--- src/rtl/ff_array_pkg.sv ---
// ff_array_pkg: shared types and helpers for the ff_array block.
//   mode_t   - operating-mode encoding sampled on the 2-bit mode port
//   jk_apply - one-bit JK next-state rule, shared by the cell and the
//              next-state predictor in the top
package ff_array_pkg;

  typedef enum logic [1:0] {
    MODE_JK  = 2'b00,
    MODE_T   = 2'b01,
    MODE_SR  = 2'b10,
    MODE_CNT = 2'b11
  } mode_t;

  // Next value of a single JK bit: 00 hold, 01 clear, 10 set, 11 toggle.
  function automatic logic jk_apply(input logic q_cur, input logic j_in, input logic k_in);
    logic nxt;
    case ({j_in, k_in})
      2'b00:   nxt = q_cur;
      2'b01:   nxt = 1'b0;
      2'b10:   nxt = 1'b1;
      2'b11:   nxt = ~q_cur;
      default: nxt = q_cur;
    endcase
    return nxt;
  endfunction

endpackage

--- src/rtl/ff_array_jk_cell.sv ---
// jk_cell: one-bit JK flip-flop with parallel load.
//   clk     - rising-edge clock
//   reset   - asynchronous active-high reset, loads RST_VAL
//   load, d - parallel load; overrides j/k when load=1
//   j, k    - JK inputs (00 hold, 01 clear, 10 set, 11 toggle)
//   q       - registered state
module jk_cell
  import ff_array_pkg::*;
#(
  parameter logic RST_VAL = 1'b0
) (
  input  logic clk,
  input  logic reset,
  input  logic load,
  input  logic d,
  input  logic j,
  input  logic k,
  output logic q
);

  logic q_r;

  // State bit: reset value, else load, else JK rule.
  always_ff @(posedge clk or posedge reset) begin
    if (reset) begin
      q_r <= RST_VAL;
    end else if (load) begin
      q_r <= d;
    end else begin
      q_r <= jk_apply(q_r, j, k);
    end
  end

  assign q = q_r;

endmodule

--- src/rtl/ff_array.sv ---
// ff_array: WIDTH-bit flip-flop array built from jk_cell instances. Each
// mode is translated into per-bit {j,k} drive for the cells.
//   clk      - rising-edge clock
//   reset    - asynchronous active-high reset (q=RESET_VAL, flags cleared)
//   en       - enables the mode-driven update
//   mode     - 00 JK, 01 T, 10 SR, 11 COUNT
//   j, k     - per-bit J/T/S and K/R inputs
//   load, d  - parallel load, has priority over en
//   up       - COUNT direction (1 up, 0 down)
//   q, qbar  - registered state and its combinational complement
//   tc       - registered pulse on a COUNT wrap edge
//   changed  - registered flag, q changed on the last edge
//   err      - sticky SR-conflict flag, cleared by load
module ff_array
  import ff_array_pkg::*;
#(
  parameter int               WIDTH     = 8,
  parameter logic [WIDTH-1:0] RESET_VAL = {WIDTH{1'b0}}
) (
  input  logic             clk,
  input  logic             reset,
  input  logic             en,
  input  logic [1:0]       mode,
  input  logic [WIDTH-1:0] j,
  input  logic [WIDTH-1:0] k,
  input  logic             load,
  input  logic [WIDTH-1:0] d,
  input  logic             up,
  output logic [WIDTH-1:0] q,
  output logic [WIDTH-1:0] qbar,
  output logic             tc,
  output logic             changed,
  output logic             err
);

  mode_t            mode_s;
  logic [WIDTH-1:0] q_s;
  logic [WIDTH-1:0] carry_s;
  logic [WIDTH-1:0] cj_s;
  logic [WIDTH-1:0] ck_s;
  logic [WIDTH-1:0] q_next_s;
  logic             wrap_s;
  logic             sr_conflict_s;
  logic             tc_r;
  logic             changed_r;
  logic             err_r;

  assign mode_s = mode_t'(mode);

  // Toggle chain for COUNT: bit i toggles when all lower bits are 1 (up) or 0 (down).
  always_comb begin
    carry_s    = {WIDTH{1'b0}};
    carry_s[0] = 1'b1;
    for (int i = 1; i < WIDTH; i++) begin
      if (up) begin
        carry_s[i] = carry_s[i-1] & q_s[i-1];
      end else begin
        carry_s[i] = carry_s[i-1] & ~q_s[i-1];
      end
    end
  end

  // A wrap happens when every bit toggles: all-ones going up, all-zeros going down.
  assign wrap_s = up ? (&q_s) : ~(|q_s);

  // Map the selected mode onto per-bit {j,k}; en=0 forces hold.
  always_comb begin
    cj_s = {WIDTH{1'b0}};
    ck_s = {WIDTH{1'b0}};
    if (en) begin
      case (mode_s)
        MODE_JK: begin
          cj_s = j;
          ck_s = k;
        end
        MODE_T: begin
          cj_s = j;
          ck_s = j;
        end
        MODE_SR: begin
          // S=R=1 is a conflict: mask both to hold the bit.
          cj_s = j & ~k;
          ck_s = k & ~j;
        end
        MODE_CNT: begin
          cj_s = carry_s;
          ck_s = carry_s;
        end
        default: begin
          cj_s = {WIDTH{1'b0}};
          ck_s = {WIDTH{1'b0}};
        end
      endcase
    end else begin
      cj_s = {WIDTH{1'b0}};
      ck_s = {WIDTH{1'b0}};
    end
  end

  assign sr_conflict_s = en && (mode_s == MODE_SR) && (|(j & k));

  // Predict the value the cells will take, used only for the changed flag.
  always_comb begin
    q_next_s = q_s;
    if (load) begin
      q_next_s = d;
    end else begin
      for (int i = 0; i < WIDTH; i++) begin
        q_next_s[i] = jk_apply(q_s[i], cj_s[i], ck_s[i]);
      end
    end
  end

  genvar gi;
  generate
    for (gi = 0; gi < WIDTH; gi++) begin : g_cell
      jk_cell #(
        .RST_VAL (RESET_VAL[gi])
      ) u_cell (
        .clk   (clk),
        .reset (reset),
        .load  (load),
        .d     (d[gi]),
        .j     (cj_s[gi]),
        .k     (ck_s[gi]),
        .q     (q_s[gi])
      );
    end
  endgenerate

  // Status flags: terminal count, changed, and sticky SR error.
  always_ff @(posedge clk or posedge reset) begin
    if (reset) begin
      tc_r      <= 1'b0;
      changed_r <= 1'b0;
      err_r     <= 1'b0;
    end else begin
      changed_r <= (q_next_s != q_s);
      if (load) begin
        tc_r  <= 1'b0;
        err_r <= 1'b0;
      end else begin
        tc_r  <= en && (mode_s == MODE_CNT) && wrap_s;
        err_r <= err_r | sr_conflict_s;
      end
    end
  end

  assign q       = q_s;
  assign qbar    = ~q_s;
  assign tc      = tc_r;
  assign changed = changed_r;
  assign err     = err_r;

endmodule

--- config.mk ---
export PLATFORM = sky130hd
export DESIGN_NAME = ff_array
export DESIGN_NICKNAME = d
export VERILOG_FILES = /design/src/rtl/ff_array_pkg.sv /design/src/rtl/ff_array_jk_cell.sv /design/src/rtl/ff_array.sv
export SDC_FILE = /design/constraint.sdc
export NUM_CORES = 1
export LEC_CHECK = 0
export BUFFER_PORTS_ARGS = -buffer_cell sky130_fd_sc_hd__clkbuf_2
export CORE_ASPECT_RATIO = 2
export CORE_MARGIN = 2
export CORE_UTILIZATION = 43
export DETAILED_ROUTE_END_ITERATION = 12
export GPL_ROUTABILITY_DRIVEN = 0
export GPL_TIMING_DRIVEN = 0
export PLACE_DENSITY_LB_ADDON = 0.25
export SETUP_SLACK_MARGIN = 0.15
export SYNTH_ARGS = -nofsm -noshare
export SYNTH_HDL_FRONTEND = slang
export SYNTH_SLANG_ARGS = --single-unit
export TNS_END_PERCENT = 30
--- constraint.sdc ---
create_clock -name clk -period 4.2 [get_ports clk]
set_input_delay 0.84 -clock clk [delete_from_list [all_inputs] [get_ports clk]]
set_output_delay 0.84 -clock clk [all_outputs]
set_load 0.1 [all_outputs]
==> impl_metrics.py, run 1 <==
metrics = {
    "outcome": {
        "run_status": "finished, final reports clean",
    },
    "clocking": {
        "clkSlewWorstSetupHoldPaths_ns": 0.05,
        "cts-htree-levels": 1,
        "cts_tree": "done",
        "numCtsBuffers": 3,
        "clk_path_buf_depth": 2,
        "cts.repair_timing.setup_buffer_count": 0,
        "post_cts_hold_buffer_count": 0,
        "post_cts.resized_instances": 0,
        "worst_skew_pair.late_latency_ns": 0.24,
        "tritoncts_num_sinks": 11,
        "cts.root.buffer_cell": "clkbuf_8",
    },
    "logic_synthesis": {
        "postSynthRegisterBits": 11,
        "synth_fp_nets": 229,
        "yosysUniqueCellTypes": 54,
        "share_of_synthesized_registers_carrying_an_async_set_or_reset": 1.00,
        "ys.flop_type": "dfrtp_1",
        "synth-warning-count": 0,
        "synth_sequential_area_ratio": 0.192,
        "post_synth_inst_count": 198,
        "post_synth_instance_area_um2": 1440,
        "synth_edf_count": 0,
        "synth.avg_cell_area_um2": 7.25,
    },
    "placement": {
        "detailed_place_hpwl_mm": 3.70,
        "buffer_ports.inserted": 47,
    },
    "layout": {
        "layout-area-overhead-vs-synth_pct": 22.2,
        "ratio_of_cells_with_drive_above_1_in_the_final_layout": 0.301,
        "antennaDiodeCount": 0,
        "net_total_in_the_final_layout": 281,
        "final_common_cell": "clkbuf_2",
        "seqCellArea_um2": 275,
        "layout.cells.most_common_list": "clkbuf_2 (47), o21ai_0 (20), inv_1 (15)",
        "fillers": 339,
        "total_area_of_multi_input_combinational_cells_um2": 967,
    },
    "power_and_ir_drop": {
        "p_total_w": 0.000576,
        "powerDensity_nw_per_um2": 328,
        "worst_ir_drop_vdd_mv": 0.214,
        "power.static_leakage_nw": 0.833,
    },
    "worst_hold_path": {
        "hold_path.class": "primary input to async pin",
    },
    "critical_path": {
        "crit_path_class": "primary input to flip-flop",
        "worst-path-max-fanout": 10,
        "worstPathRequired_ns": 4.29,
        "setup.worst_path.start_class": "primary input",
        "timing.critical_path.arrival_ns": 2.59,
        "worstReg2RegEnd": "changed",
        "ff2ff_setup_slack_ns": 1.99,
        "reg2reg_from": "g_cell[3].u_cell.q",
        "timing.critical_path.to_type": "flip-flop",
        "rr_worst_depth": 7,
    },
    "detailed_routing": {
        "route.top_layer_used": "met4",
        "drt_first_pass_iters": 5,
        "met3RoutedLength_um": 198,
        "postRouteAntennaNets": 0,
        "avgRoutedWirePerCell_um": 15.4,
        "route.layer.met1.wl_mm": 1.65,
        "met2WireLength_mm": 2.24,
        "totalWireLength_mm": 4.32,
        "viasPerCell": 5.99,
        "first_iter_violations": 70,
        "drcViolationCount": 0,
        "vias": 1678,
    },
    "die": {
        "placeableCoreArea_um2": 3190,
        "core.rowCount": 29,
        "design.die.area_um2": 3840,
        "design.portCount": 50,
        "floorplan.initialDensity": 0.449,
        "chipHeight_um": 85.7,
        "die_w_um": 44.9,
    },
    "timing": {
        "skew_ns": 0.00272,
        "fin_setup_tns_ns": 0,
        "final_critical_path_required_period_ns": 2.49,
        "final-hold-violation-count": 0,
        "tightest_slew_ns": 0.605,
        "timing.slew.headroom": 0.586,
        "timing_limited_maximum_frequency_mhz": 401,
        "timing.final.setup_violations": 0,
        "slew_violations": 0,
        "unrepaired_setup_endpoints_after_global_routing": "false",
        "layout_worst_path_cycle_share": 0.593,
    },
    "global_routing": {
        "largest_net_degree_at_the_start_of_global_routing": 12,
        "grt.overflow.total": 0,
        "track_usage": 0.241,
        "grt_antenna_before_repair": 0,
        "grt_pass1_wl_mm": 7.02,
        "first_global_vias": 1574,
    },
    "job": {
        "max_cap_viol_count": 0,
    },
}
==> worst max-delay path by stage <==
stage                 start                 end  slack (ns)  cells past startpoint
floorplan                up  g_cell[4].u_cell.q        1.85                      7
global placement    mode[0]             changed        1.51                      7
detailed placement  mode[0]             changed        1.46                      7
CTS                 mode[0]             changed        1.69                      7
global route        mode[0]  g_cell[5].u_cell.q        1.52                      8
finish              mode[0]             changed        1.71                      7
==> through the flow <==
step                 util  std cells  worst slack [ns]  cell area [µm²]  hold WS, ns
global placement    0.535        276              1.51             1710        0.513
global route        0.549        280              1.52             1750        0.606
floorplan               -        198              1.85             1440        0.554
detailed placement  0.535        276              1.46             1710        0.582
CTS                 0.549        280              1.69             1750        0.577
finish              0.549        280              1.71             1750        0.558
==> area by class of cell <==
class,count,share of cell area
repair buffers,47,0.134
clock buffers,4,0.0257
plain buffers,23,0.0777
flip-flops and latches,11,0.157
inverters,15,0.0321
well taps,31,0.0221
multi-input cells,149,0.551
==> registers in the layout (all words and copies together), names as in the netlist <==
signal	cells
changed	1
g_cell.u_cell.q	8
err	1
tc	1
==> critical path, stage by stage <==
cell and delay (ns):
clkbuf_2 0.14, clkbuf_1 0.34, o21ai_0 0.16, a32oi_1 0.25, a211oi_1 0.08, a2111oi_0 0.60, nand4_1 0.17
==> power breakdown <==
part	switching (W)	internal (W)
registers	0.0000125	0.000117
clock network	0.0000393	0.0000666
logic	0.000251	0.0000896
total	0.000303	0.000273
==> cell usage after synthesis (2+ instances only) <==
library cell   n  area share
clkbuf_1       6       0.016
o31ai_1        2       0.010
a211oi_1       3       0.016
a21o_1         3       0.016
nand2b_1       2      0.0087
mux2_2         3       0.024
dfrtp_1       11        0.19
or3_1          6       0.026
nor2_1         9       0.024
and3_1         3       0.013
inv_1         15       0.039
buf_2          7       0.024
buf_4          9       0.047
nor2b_1        4       0.017
nand3_1        5       0.017
nor3_1         3       0.010
o21ai_0       20       0.070
a32oi_1        2       0.012
nor4_1         2      0.0087
nand2_1       14       0.037
o311ai_0       2       0.012
a2111oi_0      2       0.012
mux2i_1        4       0.028
a21oi_1        8       0.028
o211ai_1       3       0.016
nand4_1        5       0.022
a22oi_1        4       0.021
o22ai_1        2      0.0087
xnor2_1        6       0.037
a31oi_1        9       0.039
==> kinds of logic (layout without fill, tap and decap cells) <==
| kind of cell | Yosys count | after routing | synth area share |
|---|---|---|---|
| DFF | 11 | 11 | 0.192 |
| muxes | 7 | 7 | 0.0514 |
| and+or+nand+nor | 60 | 60 | 0.225 |
| xor gates and xnor gates | 7 | 7 | 0.0427 |
| buffers and inverters | 38 | 89 | 0.134 |
| AOI/OAI and AO/OA | 75 | 75 | 0.355 |
==> layer usage <==
metal	global-route usage	vias up
met2	0.418	70
li1	-	843
met3	0.0189	18
met5	0	-
met4	0.155	0
met1	0.266	747
No activity file was read; power rests on OpenSTA's default activity.
==> run 2: changes to the inputs <==
- clock period: 4.2 -> 2.25 ns (I/O delays scaled with it)
==> impl_metrics.py, run 2 (synthesis results as in run 1) <==
metrics = {
    "clocking": {
        "post_cts_hold_buffer_count": 0,
        "cts.root.buffer_cell": "clkbuf_8",
        "clkSlewWorstSetupHoldPaths_ns": 0.05,
        "clk_path_buf_depth": 2,
        "tritoncts_num_sinks": 11,
        "numCtsBuffers": 3,
        "worst_skew_pair.late_latency_ns": 0.24,
        "cts_tree": "done",
        "cts-htree-levels": 1,
    },
    "critical_path": {
        "reg2reg_from": "g_cell[3].u_cell.q",
        "timing.critical_path.arrival_ns": 2.25,
        "worstPathRequired_ns": 2.42,
        "setup.worst_path.start_class": "flip-flop",
        "slowest_cell_on_the_critical_path": "or4_4",
        "critPathBufInv": 1,
        "crit_path_class": "flip-flop to flip-flop",
        "timing.critical_path.slowest_cell_delay_ns": 0.56,
        "crit_path_cell_trace": "clkbuf_2 > or4_4 > mux2i_4 > nand2_1 > a311oi_2 > a2111oi_0 > nand4_1",
        "critPathLaunch": "g_cell[3].u_cell.q",
        "worst-path-max-fanout": 9,
        "critical-path-top-delay-family": "simple AND/OR/NAND/NOR gates",
        "timing.critical_path.to_type": "flip-flop",
    },
    "power_and_ir_drop": {
        "power.switching_fraction": 0.528,
        "switching_power_w": 0.000579,
        "worst_ir_drop_vdd_mv": 0.349,
        "powerDensity_nw_per_um2": 606,
        "share_clk_of_total_power": 0.182,
        "combPwrFrac": 0.597,
        "seq_power_share": 0.221,
        "power.internal_w": 0.000518,
        "power.static_leakage_nw": 0.832,
    },
    "detailed_routing": {
        "viasPerCell": 6.04,
        "avgRoutedWirePerCell_um": 15.7,
        "vias": 1696,
        "totalWireLength_mm": 4.40,
        "first_iter_violations": 70,
        "drt_first_pass_iters": 4,
        "drcViolationCount": 0,
        "postRouteAntennaNets": 0,
    },
    "layout": {
        "layout.cells.most_common_list": "clkbuf_2 (49), o21ai_0 (20), nand2_1 (14)",
        "net_total_in_the_final_layout": 282,
        "antennaDiodeCount": 0,
        "layout.core_utilization": 0.567,
        "layout-area-overhead-vs-synth_pct": 26.1,
        "final_common_cell": "clkbuf_2",
        "largest_register_ff_count": 8,
        "total_area_of_multi_input_combinational_cells_um2": 1000,
        "seqCellArea_um2": 277,
        "fillers": 330,
        "ratio_of_cells_with_drive_above_1_in_the_final_layout": 0.348,
    },
    "die": {
        "placeableCoreArea_um2": 3190,
        "core.rowCount": 29,
        "design.portCount": 50,
        "chipHeight_um": 85.7,
        "die_w_um": 44.9,
        "design.die.area_um2": 3840,
        "floorplan.initialDensity": 0.449,
    },
    "timing": {
        "unrepaired_setup_endpoints_after_global_routing": "true",
        "tightest_slew_ns": 0.544,
        "timing.final.setup_violations": 0,
        "skew_ns": 0.00372,
        "final_critical_path_required_period_ns": 2.08,
        "timing.slew.headroom": 0.639,
        "final-hold-violation-count": 0,
        "timing_limited_maximum_frequency_mhz": 480,
        "fin_setup_tns_ns": 0,
        "layout_worst_path_cycle_share": 0.926,
        "slew_violations": 0,
    },
    "global_routing": {
        "largest_net_degree_at_the_start_of_global_routing": 12,
        "track_usage": 0.249,
        "grt_pass1_wl_mm": 7.27,
        "grt_antenna_before_repair": 0,
        "grt.overflow.total": 0,
        "first_global_vias": 1622,
    },
    "worst_hold_path": {
        "hold_path.class": "primary input to async pin",
    },
    "job": {
        "max_cap_viol_count": 0,
    },
    "placement": {
        "detailed_place_hpwl_mm": 3.61,
        "buffer_ports.inserted": 47,
    },
    "outcome": {
        "run_status": "finished, final reports clean",
    },
}
-- run 2: changes by cell type in the layout (fill, tap and decap cells not counted), moves of 2 or more --
cell	previous run	this run
clkinvlp_4	0	3
clkbuf_2	47	49
inv_1	15	12
clkbuf_1	7	5
-- run 2: area by class of cell --
cell class | count | area share
multi-input cells | 149 | 0.553
clock buffers | 4 | 0.0249
plain buffers | 23 | 0.0768
repair buffers | 48 | 0.134
well taps | 31 | 0.0214
inverters | 15 | 0.0373
flip-flops and latches | 11 | 0.153
-- run 2: repair_timing --
| action | 4_1_cts | 5_1_grt |
|---|---|---|
| gates cloned | 0 | 0 |
| endpoints found under the setup margin | 1 | 3 |
| setup buffers | 1 | 0 |
| pin swaps | 1 | 0 |
| gates resized for setup | 4 | 6 |
-- run 2: final timing paths --
check                      slack, ns  depth (start not counted)                 end
min                             0.17                          2  g_cell[0].u_cell.q
max reg2reg                     0.17                          7             changed
min reg2reg                     0.54                          2                 err
max in group asynchronous       1.77                          2  g_cell[5].u_cell.q
min in group clk                0.44                          3  g_cell[3].u_cell.q
max                             0.17                          7             changed
-- run 2: metrics by stage --
stage | total power [W] | hold WS [ns] | std cells | worst slack, ns | cell area [µm²]
after floorplan | 0.000757 | 0.302 | 198 | 0.211 | 1450
after global placement | 0.000882 | 0.434 | 276 | -0.0852 | 1720
after global routing | 0.00115 | 0.221 | 281 | 0.0850 | 1810
final | 0.00110 | 0.168 | 281 | 0.167 | 1810
after CTS | 0.00109 | 0.181 | 281 | 0.164 | 1790
after detailed placement | 0.000883 | 0.439 | 276 | -0.0672 | 1720
-- run 2: worst reg2reg max path, cell delays in order (launching register included) --
cell       delay [ns]
dfrtp_1          0.37
clkbuf_2         0.20
or4_4            0.56
mux2i_4          0.19
nand2_1          0.11
a311oi_2         0.35
a2111oi_0        0.11
nand4_1          0.11
-- run 2: power by group through the flow --
stage / registers, W / clock network [W] / logic [W]
after global placement: 0.000244 / 0 / 0.000638
final: 0.000242 / 0.000200 / 0.000655
after global routing: 0.000245 / 0.000207 / 0.000698
after floorplan: 0.000254 / 0 / 0.000503
after detailed placement: 0.000245 / 0 / 0.000639
after CTS: 0.000242 / 0.000201 / 0.000647
-- run 2: routing by layer --
| layer | part of all wire | vias to the layer above | track usage |
|---|---|---|---|
| met5 | 0 | - | 0 |
| met1 | 0.38 | 766 | 0.270 |
| met3 | 0.050 | 17 | 0.0211 |
| li1 | - | 845 | - |
| met4 | 0.042 | 0 | 0.139 |
| met2 | 0.53 | 68 | 0.444 |
